--- src/rtl/uart_tx.sv ---
// UART transmitter: word FIFO feeding a start/data/stop serializer.
// Serial line and bit strobe are registered; tx_rdy is a registered not-full flag.
module uart_tx #(
  parameter int DATA_BITS    = 4,
  parameter int CLKS_PER_BIT = 4,
  parameter int FIFO_DEPTH   = 4
) (
  input  logic                 clk,
  input  logic                 rst_n,
  input  logic [DATA_BITS-1:0] tx_din,
  input  logic                 tx_vin,
  output logic                 tx_rdy,
  output logic                 tx_dout,
  output logic                 tx_vout,
  output logic                 tx_busy
);
  localparam int AW = (FIFO_DEPTH > 1) ? $clog2(FIFO_DEPTH) : 1;
  localparam int OW = $clog2(FIFO_DEPTH) + 1;
  localparam int CW = (CLKS_PER_BIT > 1) ? $clog2(CLKS_PER_BIT) : 1;
  localparam int BW = (DATA_BITS > 1) ? $clog2(DATA_BITS) : 1;
  localparam logic [CW-1:0] CNT_LAST = CW'(CLKS_PER_BIT - 1);
  localparam logic [BW-1:0] BIT_LAST = BW'(DATA_BITS - 1);
  localparam logic [OW-1:0] OCC_FULL = OW'(FIFO_DEPTH);

  typedef enum logic [1:0] {IDLE, START, DATA, STOP} state_t;

  logic [DATA_BITS-1:0] mem [FIFO_DEPTH];
  logic [AW-1:0]        wr_ptr, rd_ptr;
  logic [OW-1:0]        occ, occ_d;
  logic                 rdy_q;
  logic                 push, pop, empty;

  state_t               state, state_d;
  logic [CW-1:0]        cnt, cnt_d;
  logic [BW-1:0]        bit_idx, bit_d;
  logic [DATA_BITS-1:0] shreg, shreg_d, shifted;
  logic                 dout_q, dout_d;
  logic                 vout_q, vout_d;
  logic                 load;

  assign empty   = (occ == '0);
  assign push    = tx_vin && rdy_q;
  assign shifted = shreg >> 1;

  always_comb begin
    occ_d = occ;
    case ({push, pop})
      2'b10:   occ_d = occ + OW'(1);
      2'b01:   occ_d = occ - OW'(1);
      default: occ_d = occ;
    endcase
  end

  always_ff @(posedge clk) begin
    if (!rst_n) begin
      wr_ptr <= '0;
      rd_ptr <= '0;
      occ    <= '0;
      rdy_q  <= 1'b0;
    end else begin
      if (push) wr_ptr <= wr_ptr + AW'(1);
      if (pop)  rd_ptr <= rd_ptr + AW'(1);
      occ   <= occ_d;
      rdy_q <= (occ_d != OCC_FULL);
    end
  end

  always_ff @(posedge clk) begin
    if (push) mem[wr_ptr] <= tx_din;
  end

  // load: pop the head word and emit its start bit next cycle
  always_comb begin
    state_d = state;
    cnt_d   = cnt;
    bit_d   = bit_idx;
    shreg_d = shreg;
    dout_d  = dout_q;
    vout_d  = 1'b0;
    pop     = 1'b0;
    load    = 1'b0;
    unique case (state)
      IDLE: begin
        dout_d = 1'b1;
        if (!empty) load = 1'b1;
      end
      START: begin
        if (cnt == '0) begin
          state_d = DATA;
          bit_d   = '0;
          cnt_d   = CNT_LAST;
          dout_d  = shreg[0];
          vout_d  = 1'b1;
        end else begin
          cnt_d = cnt - CW'(1);
        end
      end
      DATA: begin
        if (cnt == '0) begin
          cnt_d  = CNT_LAST;
          vout_d = 1'b1;
          if (bit_idx == BIT_LAST) begin
            state_d = STOP;
            dout_d  = 1'b1;
          end else begin
            bit_d   = bit_idx + BW'(1);
            shreg_d = shifted;
            dout_d  = shifted[0];
          end
        end else begin
          cnt_d = cnt - CW'(1);
        end
      end
      STOP: begin
        if (cnt == '0) begin
          if (!empty) begin
            load = 1'b1;
          end else begin
            state_d = IDLE;
            dout_d  = 1'b1;
          end
        end else begin
          cnt_d = cnt - CW'(1);
        end
      end
      default: state_d = IDLE;
    endcase
    if (load) begin
      pop     = 1'b1;
      shreg_d = mem[rd_ptr];
      state_d = START;
      cnt_d   = CNT_LAST;
      dout_d  = 1'b0;
      vout_d  = 1'b1;
    end
  end

  always_ff @(posedge clk) begin
    if (!rst_n) begin
      state   <= IDLE;
      cnt     <= '0;
      bit_idx <= '0;
      shreg   <= '0;
      dout_q  <= 1'b1;
      vout_q  <= 1'b0;
    end else begin
      state   <= state_d;
      cnt     <= cnt_d;
      bit_idx <= bit_d;
      shreg   <= shreg_d;
      dout_q  <= dout_d;
      vout_q  <= vout_d;
    end
  end

  assign tx_rdy  = rdy_q;
  assign tx_dout = dout_q;
  assign tx_vout = vout_q;
  assign tx_busy = (state != IDLE) || !empty;

endmodule
--- config.mk ---
export PLATFORM = sky130hd
export DESIGN_NAME = uart_tx
export DESIGN_NICKNAME = d
export VERILOG_FILES = /design/src/rtl/uart_tx.sv
export SDC_FILE = /design/constraint.sdc
export NUM_CORES = 1
export LEC_CHECK = 0
export ABC_AREA = 1
export CORE_AREA = 8 8 52 87
export DETAILED_ROUTE_END_ITERATION = 12
export DIE_AREA = 0 0 60 95
export GPL_TIMING_DRIVEN = 0
export PLACE_DENSITY_LB_ADDON = 0.2
export SYNTH_ARGS = -nofsm -noshare
export SYNTH_HDL_FRONTEND = slang
export SYNTH_SLANG_ARGS = --single-unit
--- constraint.sdc ---
create_clock -name clk -period 2.45 [get_ports clk]
set_input_delay 0.49 -clock clk [delete_from_list [all_inputs] [get_ports clk]]
set_output_delay 0.49 -clock clk [all_outputs]
set_load 0.1 [all_outputs]
==> out/metrics.yaml <==
portBuffers: 10
grt_first_pass_wirelength_um: 5570
regArea_sq_um: 923
maxCapViolCount: 0
p_sw_frac: 0.447
seqPwrFrac: 0.306
hp-class: "register to register"
switchingPower_mw: 1.29
fillers: 298
rsz0062_at_grt: "false"
setup_viol: 0
r2r_setup_slack_ns: 0.18
grt_max_degree: 13
grt_pass1_vias: 1384
r2r_cells: 13
finalClockSkew_ns: 0.00860
drt_iter0_markers: 44
p_total_mw: 2.88
cts_buffer_depth: 2
synth.avg_cell_area_sq_um: 8.52
cts_tree: "yes"
multiInputGateArea_sq_um: 817
power_density_mw_per_mm2: 1330
ys.flop_type: "dfxtp_1"
cpPeakStageDelay_ns: 0.85
fin_crit_ns: 2.33
via_count: 1374
leakagePower_nw: 0.922
synth_cells: 219
dpl.hpwl_um: 2590
ys_ff_latch: 38
firstDrtPassIters: 6
peakVddDrop_v: 0.000856
cp_cell_sequence: "inv_1, ha_4, nand3_1, dlygate4sd2_1"
overflow: 0
die-height_um: 95
wl_um: 3320
synthTopCellsByCount: "nand2_1, inv_1, nor2_1"
die_area_sq_mm: 0.00570
hold_viol: 0
yosys.area.top_type: "edfxtp_1"
grt_use_total: 0.129
nets: 257
crit_required_ns: 1.96
num_antenna_cells: 0
critPathKind: "register to output port"
fmax_mhz: 429
synth_edf_count: 16
die_x_um: 60
num_rows: 28
async_flop_share: 0
worst_path_max_delay_cell: "dlygate4sd2_1"
route.detailed.drc: 0
whs_ns: 0.469
syn_nets: 240
crit_path_start: "state[1]$_SDFFE_PP0P_"
antenna_found_initial: 0
pwr-share-clk: 0.176
syn-cell-area_sq_mm: 0.00187
numCtsBuffers: 5
clk_pin_slew_ns: 0.07
synth.most_common_cell: "nand2_1"
drive_gt1_frac: 0.122
slew_headroom: 0.342
instances_no_fill: 282
outcome: "completed"
ys_seq_area_frac: 0.493
synth-warning-count: 0
p_comb_frac: 0.517
place.gp.congestion: 0.815
insertion_delay_ns: 0.29
start_kind: "register"
ys_types: 25
ys_top_cells_by_area: "edfxtp_1, dfxtp_1, ha_1"
area_growth_pct: 16.2
wire_per_inst_um: 11.8
critPathCapture: "tx_busy"
initial_core_util: 0.561
end_kind: "output port"
cp_max_fo: 5
ctsHoldBuffers: 0
via_per_inst: 4.87
r2r-end: "tx_rdy$_SDFF_PN0_"
clockRootBuffer: "clkbuf_8"
slew_violations: 0
worstMarginPinSlew_ns: 0.983
core-area_sq_mm: 0.00333
cts_sinks: 38
htree_levels: 2
place_inst: 274
p_int_mw: 1.59
drtAntennaViolNets: 0
ios: 11
r2r-start: "state[0]$_SDFFE_PN0P_"
arrival_ns: 1.84
period_share: 0.952
synth_top_area_share: 0.257
## state kept, by name (all words and copies together), names as in the netlist, named ones only
register  count
tx_dout       1
state         2
rd_ptr        2
occ           3
wr_ptr        2
bit_idx       2
shreg         4
cnt           2
tx_vout       1
mem          16
tx_rdy        1
## power groups by stage
| stage | logic (mW) | clock network, mW | registers (mW) |
|---|---|---|---|
| after floorplan | 1.01 | 0 | 1.02 |
| after global placement | 1.41 | 0 | 0.890 |
| after detailed placement | 1.44 | 0 | 0.893 |
| after CTS | 1.44 | 0.520 | 0.881 |
| after global routing | 1.67 | 0.546 | 0.901 |
| final | 1.49 | 0.509 | 0.884 |
## cells by family (layout without fill, tap and decap cells)
group	count (synthesis)	in the layout	synth area share
adder cells (fa/ha/maj)	14	14	0.0979
flip-flops	38	38	0.493
AO/OA/AOI/OAI	36	36	0.101
XOR/XNOR	2	2	0.00939
AND/OR/NAND/NOR	88	88	0.210
buffers and inverters	41	59	0.0878
## worst max-delay path, delay by kind of cell (launching register included)
kind | cells | cell delay, ns
flops | 1 | 0.36
buf+inv | 2 | 0.95
fa+ha+maj | 1 | 0.17
simple gates | 1 | 0.07
## layout make-up
cell class | instances | share of cell area
clock inverter | 3 | 0.0185
sequential | 38 | 0.426
inverter | 38 | 0.0669
timing repair buffer | 10 | 0.0456
tap | 45 | 0.0260
buffer | 3 | 0.00923
multi-input combinational | 140 | 0.377
clock buffer | 5 | 0.0317
## stage by stage
| stage | setup slack [ns] | setup TNS, ns | util | cell area, sq um |
|---|---|---|---|---|
| 3_3_place_gp | -0.0189 | -0.0189 | 0.608 | 2020 |
| 3_5_place_dp | -0.0640 | -0.101 | 0.608 | 2020 |
| 2_1_floorplan | 0.0336 | 0 | - | 1870 |
| 5_1_grt | 0.00386 | 0 | 0.652 | 2170 |
| 4_1_cts | 0.000825 | 0 | 0.641 | 2130 |
| 6_report | 0.118 | 0 | 0.652 | 2170 |
## cells in the final DEF, fill, tap and decap left out, types with 2 or more instances in the layout
cell             count
a21oi_1             13
inv_1               31
edfxtp_1            16
nand2_2              4
nand4_1              2
clkinv_2             2
o21ai_0             17
ha_1                10
dfxtp_1             20
o22ai_1              3
a31oi_1              2
dfxtp_2              2
ha_4                 2
nor2_1              33
nand3_1             12
inv_2                5
nand2_1             34
clkdlybuf4s50_1      9
clkbuf_8             5
## routing by layer
metal	wire length, um	global-route usage	share of wire
met1	1190	0.106	0.36
met2	1950	0.253	0.59
met3	98	0.0327	0.030
met4	77	0.0782	0.023
met5	0	0	0
## timing repair
action | 4_1_cts | 5_1_grt
endpoints found under the hold margin | 0 | 0
setup endpoints to repair | 3 | 3
setup buffers | 0 | 0
gates resized for setup | 3 | 8
## worst min path at each step
stage                                  startpoint                 endpoint  slack [ns]  cells after the start
final                      rd_ptr[1]$_SDFFE_PN0P_   rd_ptr[1]$_SDFFE_PN0P_        0.47                      2
after global routing      bit_idx[1]$_SDFFE_PN0P_  bit_idx[1]$_SDFFE_PN0P_        0.49                      2
after CTS                 bit_idx[1]$_SDFFE_PN0P_  bit_idx[1]$_SDFFE_PN0P_        0.47                      2
after detailed placement     tx_dout$_SDFFE_PN1P_     tx_dout$_SDFFE_PN1P_        0.46                      2
after global placement     rd_ptr[1]$_SDFFE_PN0P_                 register        0.45                      2
after floorplan            rd_ptr[1]$_SDFFE_PN0P_                 register        0.44                      2
Power figures use the tool's default switching activity.
